==> src/rtl/led_pattern_sequencer.sv <==
// led_pattern_sequencer
//   Drives an 8-LED shift display through four patterns (FILL, RUN, BLINK, DRAIN).
//   A free-running prescaler generates the step tick; each pattern plays REPEATS
//   passes before the sequencer advances to the next one. A push button skips
//   straight to the next pattern.
//
//   Optional feature macro: LED_SCHED_PAUSE_EN
//     When defined, adds the `pause` input. While pause is high the prescaler,
//     step, pass, mode and LED outputs are frozen and button edges are dropped.
//
// Ports
//   clk_50M   in   1  board clock, the only clock
//   reset     in   1  synchronous, active-high reset
//   next_btn  in   1  raw asynchronous push button; a rising edge skips a pattern
//   pause     in   1  (LED_SCHED_PAUSE_EN only) freeze the sequencer
//   out       out  8  registered LED drive, bit0 = rightmost LED
//   mode      out  2  current pattern: 0=FILL 1=RUN 2=BLINK 3=DRAIN
//   tick      out  1  one-cycle pulse on each step tick
module led_pattern_sequencer #(
    parameter int unsigned TICK_DIV = 12_500_000,
    parameter int unsigned REPEATS  = 2
) (
    input  logic       clk_50M,
    input  logic       reset,
    input  logic       next_btn,
`ifdef LED_SCHED_PAUSE_EN
    input  logic       pause,
`endif
    output logic [7:0] out,
    output logic [1:0] mode,
    output logic       tick
);

    localparam int unsigned CntW  = (TICK_DIV > 1) ? $clog2(TICK_DIV) : 1;
    localparam int unsigned PassW = (REPEATS > 1) ? $clog2(REPEATS) : 1;
    localparam logic [CntW-1:0]  CntMax  = CntW'(TICK_DIV - 1);
    localparam logic [PassW-1:0] PassMax = PassW'(REPEATS - 1);

    typedef enum logic [1:0] {
        ModeFill  = 2'd0,
        ModeRun   = 2'd1,
        ModeBlink = 2'd2,
        ModeDrain = 2'd3
    } mode_e;

    logic [CntW-1:0]  cnt_q, cnt_d;
    logic [3:0]       step_q, step_d;
    logic [PassW-1:0] pass_q, pass_d;
    mode_e            mode_q, mode_d;
    logic [7:0]       out_q, out_d;
    logic [2:0]       sync_q;

    logic  pause_active;
    logic  tick_int;
    logic  btn_rise;
    logic  skip;
    logic  [3:0] last_step;
    mode_e next_mode;

`ifdef LED_SCHED_PAUSE_EN
    assign pause_active = pause;
`else
    assign pause_active = 1'b0;
`endif

    // LED image for a given pattern and step.
    function automatic logic [7:0] pattern(input mode_e m, input logic [3:0] k);
        logic [7:0] p;
        unique case (m)
            ModeFill:  p = 8'((9'd1 << k) - 9'd1);
            ModeRun:   p = 8'd1 << k[2:0];
            ModeBlink: p = k[0] ? 8'h55 : 8'hAA;
            default:   p = 8'hFF << k;
        endcase
        return p;
    endfunction

    // sync_q[1:0] is the two-flop synchroniser; sync_q[2] is the previous
    // synchronised level used for the rising-edge detect.
    assign btn_rise  = sync_q[1] & ~sync_q[2];
    assign skip      = btn_rise & ~pause_active;
    assign tick_int  = (cnt_q == CntMax) & ~pause_active;
    assign next_mode = mode_e'(mode_q + 2'd1);
    assign last_step = ((mode_q == ModeFill) || (mode_q == ModeDrain)) ? 4'd8 : 4'd7;

    // State register
    always_ff @(posedge clk_50M) begin
        if (reset) begin
            cnt_q  <= '0;
            step_q <= '0;
            pass_q <= '0;
            mode_q <= ModeFill;
            out_q  <= 8'h00;
            sync_q <= '0;
        end else begin
            cnt_q  <= cnt_d;
            step_q <= step_d;
            pass_q <= pass_d;
            mode_q <= mode_d;
            out_q  <= out_d;
            sync_q <= {sync_q[1:0], next_btn};
        end
    end

    // Next-state logic. A skip overrides a coincident tick completely.
    always_comb begin
        cnt_d  = cnt_q;
        step_d = step_q;
        pass_d = pass_q;
        mode_d = mode_q;
        if (skip) begin
            cnt_d  = '0;
            step_d = '0;
            pass_d = '0;
            mode_d = next_mode;
        end else if (!pause_active) begin
            if (tick_int) begin
                cnt_d = '0;
                if (step_q != last_step) begin
                    step_d = step_q + 4'd1;
                end else begin
                    step_d = '0;
                    if (pass_q == PassMax) begin
                        pass_d = '0;
                        mode_d = next_mode;
                    end else begin
                        pass_d = pass_q + 1'b1;
                    end
                end
            end else begin
                cnt_d = cnt_q + 1'b1;
            end
        end
        // LEDs follow the new mode/step on the same edge.
        out_d = pattern(mode_d, step_d);
    end

    // Outputs
    always_comb begin
        out  = out_q;
        mode = mode_q;
        tick = tick_int;
    end

endmodule

==> config.mk <==
export PLATFORM = sky130hd
export DESIGN_NAME = led_pattern_sequencer
export DESIGN_NICKNAME = d
export VERILOG_FILES = /design/src/rtl/led_pattern_sequencer.sv
export SDC_FILE = /design/constraint.sdc
export NUM_CORES = 1
export LEC_CHECK = 0
export CORE_AREA = 3 3 48 93
export CTS_CLUSTER_SIZE = 8
export DETAILED_ROUTE_END_ITERATION = 10
export DIE_AREA = 0 0 51 96
export GPL_TIMING_DRIVEN = 0
export PLACE_DENSITY = 0.82
export SLEW_MARGIN = 40
export SYNTH_ARGS = -nofsm -noshare
export SYNTH_HDL_FRONTEND = slang
export SYNTH_SLANG_ARGS = --single-unit
==> constraint.sdc <==
create_clock -name clk_50M -period 5.5 [get_ports clk_50M]
set_clock_uncertainty 0.15 [all_clocks]
set_input_delay 0.825 -clock clk_50M [delete_from_list [all_inputs] [get_ports clk_50M]]
set_output_delay 0.825 -clock clk_50M [all_outputs]
set_load 0.02 [all_outputs]
==> results of run 1 <==
==> worst max-delay path by stage <==
stage                  start      to  slack, ns  depth (start not counted)
floorplan            mode[0]  out[4]       1.99                         11
global placement     mode[0]  out[4]       1.56                         11
detailed placement   mode[0]  out[4]       1.52                         11
CTS                  mode[0]  out[4]       1.49                         11
global route        cnt_q[0]  out[4]       1.14                         14
finish               mode[0]  out[4]       1.44                         11
==> through the flow <==
stage	instance area, sq um	utilization [%]
detailed placement	2610	67.20
global placement	2610	67.20
floorplan	2416	-
finish	2701	69.56
CTS	2701	69.56
global route	2701	69.56
==> sequential cells by signal, summed over array words and instances (netlist names) <==
name and flops:
cnt_q 24, out 8, step_q 4, sync_q 3, mode 2, pass_q 1
==> final cells by class <==
type                            instances  share of cell area (%)
Multi-Input combinational cell        238                   54.98
Buffer                                 17                   2.640
Tap cell                               51                   2.362
Sequential cell                        42                   31.13
Clock buffer                            7                   3.196
Timing Repair Buffer                   13                   4.817
Inverter                                5                  0.6948
Clock inverter                          1                  0.1853
==> cells in the final DEF (no fill, tap or decap), types with 3 or more instances in the layout <==
cell type / instances
nand2_1: 25
nor4bb_1: 3
o21ai_0: 7
xnor2_1: 10
nand3_1: 19
mux2i_1: 3
nor4_1: 4
and4_1: 6
nor2b_1: 5
clkbuf_1: 16
xor2_1: 17
nand4_1: 8
a211oi_1: 3
inv_1: 5
or3_1: 4
clkdlybuf4s50_1: 13
clkbuf_8: 6
and3_1: 6
nor3_1: 5
dfxtp_1: 42
nor2_1: 45
and2_1: 4
ha_1: 3
a31oi_1: 5
a21oi_1: 12
a211o_1: 4
o211ai_1: 7
==> synth_stat cells (2+ instances only) <==
library cell | count | area share, %
and2_1 | 4 | 1.0
o21a_1 | 2 | 0.62
nor4_1 | 4 | 1.0
o21ai_1 | 2 | 0.41
or3_1 | 4 | 1.0
nand3_1 | 19 | 3.9
xor2_1 | 17 | 6.2
nor2_1 | 45 | 7.0
a31oi_1 | 5 | 1.3
nor3_1 | 5 | 1.0
nor2b_1 | 5 | 1.3
and3_1 | 6 | 1.6
o211ai_1 | 7 | 2.2
a211oi_1 | 3 | 0.93
a22oi_1 | 2 | 0.62
a41oi_1 | 2 | 0.73
inv_1 | 5 | 0.78
nand2_1 | 25 | 3.9
a211o_1 | 4 | 1.4
and4_1 | 6 | 2.2
clkbuf_1 | 15 | 2.3
o21ai_0 | 7 | 1.4
nand3b_1 | 2 | 0.62
nand4_1 | 8 | 2.1
xnor2_1 | 10 | 3.6
o31ai_1 | 2 | 0.62
ha_1 | 3 | 1.6
mux2i_1 | 3 | 1.2
nand2b_1 | 2 | 0.52
dfxtp_1 | 42 | 35
a21oi_1 | 12 | 2.5
a2111oi_0 | 2 | 0.73
nor4bb_1 | 3 | 1.2
==> kinds of logic after synthesis <==
| kind of cell | count (synthesis) | synth area share [%] |
|---|---|---|
| xor+xnor | 27 | 9.787 |
| fa+ha+maj | 3 | 1.554 |
| buf+inv | 22 | 3.728 |
| compound gates | 60 | 17.45 |
| simple gates | 143 | 30.35 |
| mux | 5 | 2.330 |
| flops | 42 | 34.80 |
==> power groups by stage <==
stage | registers, uW | logic [uW] | clock network (uW)
2_1_floorplan | 320 | 21.6 | 0
3_3_place_gp | 318 | 35.2 | 0
3_5_place_dp | 318 | 35.6 | 0
4_1_cts | 311 | 35.6 | 208
5_1_grt | 312 | 38.9 | 219
6_report | 311 | 36.0 | 202
==> layer usage <==
| layer | vias to the layer above | track usage [%] | part of all wire, % |
|---|---|---|---|
| met5 | - | 0 | 0 |
| met4 | 0 | 21.57 | 5.2 |
| met3 | 35 | 5.116 | 3.9 |
| met2 | 105 | 52.59 | 56 |
| met1 | 1113 | 23.21 | 35 |
| li1 | 1128 | - | - |
==> reports/metrics.yaml, run 1 <==
die-area_sq_um: 4896
die_width_um: 51
wl_mm: 6.239
cts-root-buf: "clkbuf_8"
status: "finished clean"
max_stage_delay_ns: 0.60
leakage_uw: 0.0009682
synthesis.area_sq_um: 2416
post_cts_buffers: 0
cp-start-kind: "flip-flop"
postSynthAreaPerCell_sq_um: 8.000
cts_tree: "done"
place_ws_ns: 1.522
drt-pass1-iter-count: 4
critPathKind: "reg -> reg"
path_clk_slew_ns: 0.07
syn_nets: 308
fin_crit_ns: 4.059
multi_input_area_sq_um: 1485
p_seq_share_pct: 56.6
maxCapViolations: 0
whs_ns: 0.3004
yosys_most_used_dff: "dfxtp_1"
grt_pass1_wl_mm: 10.11
grt_pass1_vias: 2370
critical_path.cell_chain: "clkbuf_1, xnor2_1, mux2i_1, nor3_1, a22oi_1, nand3_1, ha_1, buf_1, or4_1, a211o_1, o221ai_1"
power.share.clock_pct: 36.8
worst_pin_slew_ns: 0.6821
slew_headroom_pct: 53.93
clock_latency_ns: 0.29
vias: 2381
seqCellArea_sq_um: 840.8
crit_buf_inv: 2
rsz0062_at_grt: "no"
switching_share_pct: 23.09
ant_nets: 0
nets: 328
cts.sinks: 42
grtUsageTotal_pct: 27.33
numCtsBuffers: 5
ys_seq_area_share_pct: 34.80
area_growth_pct: 11.81
cp_max_fo: 10
nFillCells: 355
initial_utilization_pct: 62.21
timing.rr.start: "mode[0]"
core_sq_um: 3884
worstHoldEndpoint: "sync_q[1]"
p_switching_uw: 126.8
holdBufCountCts: 0
fin_ws_ns: 1.441
worstPathRequired_ns: 5.56
postSynthCellCount: 302
combPwrFrac_pct: 6.6
max_freq_ghz: 0.2463
htreeDepth: 2
synthArstFlopShare_pct: 0
fp-row-count: 32
end_kind: "flip-flop"
tns_ns: 0
yosysUniqueCellTypes: 52
dp_hpwl_mm: 4.725
ir_worst_vdd_mv: 0.1512
period_share_pct: 73.81
arrival_ns: 4.12
ios: 14
r2r_end: "out[4]"
viasPerCell: 6.366
io_buffer_count: 13
intPower_uw: 422.5
finalSetupViolCount: 0
min-delay-start: "sync_q[0]"
final_cell_count_no_fill: 374
yosys_warnings: 0
synth_edf_count: 0
hold_violations: 0
reg2reg_slack_ns: 1.44
power.density_nw_per_um2: 203.3
drive_above_1_share_pct: 3.715
cp_top_family: "compound AO/OA/AOI/OAI gates"
antenna_found_initial: 0
hold_depth: 1
grt_max_degree: 13
dpl.cell_count: 366
r2r_cells: 11
p_total_uw: 549.3
min_path_type: "reg -> reg"
synth_seq_cells: 42
overflow: 0
finalMaxSlewViolations: 0
cp_slowest_cell: "a22oi_1"
drtIter0Drc: 121
remaining_drc_errors: 0
cts_buffer_depth: 2
diodes: 0
wl_per_cell_um: 16.68
die_y_um: 96
gp_congestion: 0.9336
cts.repair.resized: 0
(Power assumes the default switching activity.)
==> inputs of run 2 (changes only) <==
--- a/config.mk
+++ b/config.mk
@@ -5,12 +5,12 @@
 export SDC_FILE = /design/constraint.sdc
 export NUM_CORES = 1
 export LEC_CHECK = 0
-export CORE_AREA = 3 3 48 93
+export CORE_AREA = 3 3 52 102
 export CTS_CLUSTER_SIZE = 8
 export DETAILED_ROUTE_END_ITERATION = 10
-export DIE_AREA = 0 0 51 96
+export DIE_AREA = 0 0 55 105
 export GPL_TIMING_DRIVEN = 0
-export PLACE_DENSITY = 0.82
+export PLACE_DENSITY = 0.73
 export SLEW_MARGIN = 40
 export SYNTH_ARGS = -nofsm -noshare
 export SYNTH_HDL_FRONTEND = slang
==> constraint.sdc (replaced) <==
create_clock -name clk_50M -period 3.6 [get_ports clk_50M]
set_clock_uncertainty 0.15 [all_clocks]
set_input_delay 0.54 -clock clk_50M [delete_from_list [all_inputs] [get_ports clk_50M]]
set_output_delay 0.54 -clock clk_50M [all_outputs]
set_load 0.02 [all_outputs]
==> reports/metrics.yaml, run 2 (synthesized netlist as in run 1, its figures left out) <==
io_buffer_count: 13
finalMaxSlewViolations: 0
power.density_nw_per_um2: 299.3
p_seq_share_pct: 56.9
intPower_uw: 645.6
crit_buf_inv: 0
drive_above_1_share_pct: 9.688
fin_area_sq_um: 2803
drtIter0Drc: 54
die_width_um: 55
vias: 2307
end_kind: "flip-flop"
die-area_sq_um: 5775
arrival_ns: 3.45
fin_util_pct: 60.38
dp_hpwl_mm: 4.806
fin_crit_ns: 3.400
switching_share_pct: 23.04
grt_max_degree: 13
area_growth_pct: 16.00
max_stage_delay_ns: 0.53
ir_worst_vdd_mv: 0.2759
drt-pass1-iter-count: 4
path_clk_slew_ns: 0.07
remaining_drc_errors: 0
cp_slowest_cell: "or4_1"
cts.sinks: 42
critical_path.cell_chain: "ha_1, and4_4, nand2_2, nor4_4, o21ai_4, or3_1, ha_2, or4_1, a211o_1, o221ai_1"
core_sq_um: 4642
cts_tree: "done"
cp_max_fo: 9
grt_pass1_wl_mm: 10.45
cts_buffer_depth: 2
diodes: 0
ant_nets: 0
grt_pass1_vias: 2315
min_path_type: "reg -> reg"
largest_register_ffs: 24
ios: 14
worst_pin_slew_ns: 0.7379
place_area_sq_um: 2615
slew_headroom_pct: 50.16
status: "finished clean"
overflow: 0
critPathKind: "reg -> reg"
cp-start-kind: "flip-flop"
worstPathRequired_ns: 3.65
max_freq_ghz: 0.2941
power.share.clock_pct: 36.8
finalSetupViolCount: 0
wl_mm: 6.311
cp_top_family: "simple AND/OR/NAND/NOR gates"
fp-row-count: 35
grtUsageTotal_pct: 24.08
rsz0062_at_grt: "no"
nFillCells: 467
numCtsBuffers: 5
gp_congestion: 0.9145
cts-root-buf: "clkbuf_8"
final_cell_mix: "nor2_1 (45), dfxtp_1 (42), nand2_1 (24)"
maxCapViolations: 0
nets: 325
combPwrFrac_pct: 6.3
initial_utilization_pct: 52.05
htreeDepth: 2
antenna_found_initial: 0
leakage_uw: 0.0009839
viasPerCell: 6.152
die_y_um: 105
max_flop_register: "cnt_q"
hold_violations: 0
wl_per_cell_um: 16.83
period_share_pct: 94.45
layout.cells.most_common: "nor2_1"
clock_latency_ns: 0.29
p_switching_uw: 193.3
-- run 2: cell count changes in the layout (fill, tap and decap cells not counted), sizes merged --
cell    previous run  this run
clkbuf            22        16
buf                2         5
-- run 2: metrics by stage --
stage | hold WS [ns] | cells | total power (uW) | setup WS, ns | setup TNS (ns)
2_1_floorplan | 0.2638 | 302 | 521.7 | 0.09005 | 0
3_3_place_gp | 0.2719 | 370 | 540.0 | -0.3670 | -0.6134
3_5_place_dp | 0.2773 | 370 | 540.9 | -0.4472 | -0.9271
4_1_cts | 0.2942 | 377 | 849.9 | 0.03218 | 0
5_1_grt | 0.3170 | 375 | 872.7 | 0.05054 | 0
6_report | 0.2934 | 375 | 838.8 | 0.1999 | 0
-- run 2: cell type report --
cell class                      instances  area, sq um  share of cell area [%]
Buffer                                 11        50.05                   1.786
Timing Repair Buffer                   16        152.6                   5.446
Tap cell                               55        68.82                   2.455
Sequential cell                        42        840.8                   30.00
Clock buffer                            7        86.33                   3.080
Multi-Input combinational cell        238         1580                   56.38
Inverter                                5        18.77                  0.6696
Clock inverter                          1        5.005                  0.1786
-- run 2: final timing paths --
kind	start	end	slack, ns	depth (start not counted)
setup / recovery	cnt_q[0]	out[4]	0.20	10
hold / removal	sync_q[0]	sync_q[1]	0.29	1
setup reg to reg	cnt_q[0]	out[4]	0.20	10
hold reg to reg	sync_q[0]	sync_q[1]	0.29	1
-- run 2: routing by layer --
metal | GRT usage (%) | wire length [um] | up-vias
met5 | 0 | 0 | -
met4 | 14.43 | 363 | 0
met3 | 3.566 | 188 | 32
met2 | 44.24 | 3582 | 75
met1 | 22.57 | 2176 | 1074
li1 | - | - | 1126
-- run 2: power groups by stage --
stage	Sequential [uW]	Clock, uW	Combinational [uW]
final	477	308	53.1
after global routing	478	335	59.5
after CTS	477	319	53.4
after detailed placement	486	0	54.5
after global placement	486	0	53.9
after floorplan	489	0	32.9
-- run 2: timing repair --
action / in CTS / in global routing
resized for setup: 13 / 12
pin swaps: 2 / 1
hold buffers: 0 / 0
setup endpoints to repair: 4 / 2
buffers inserted: 3 / 0
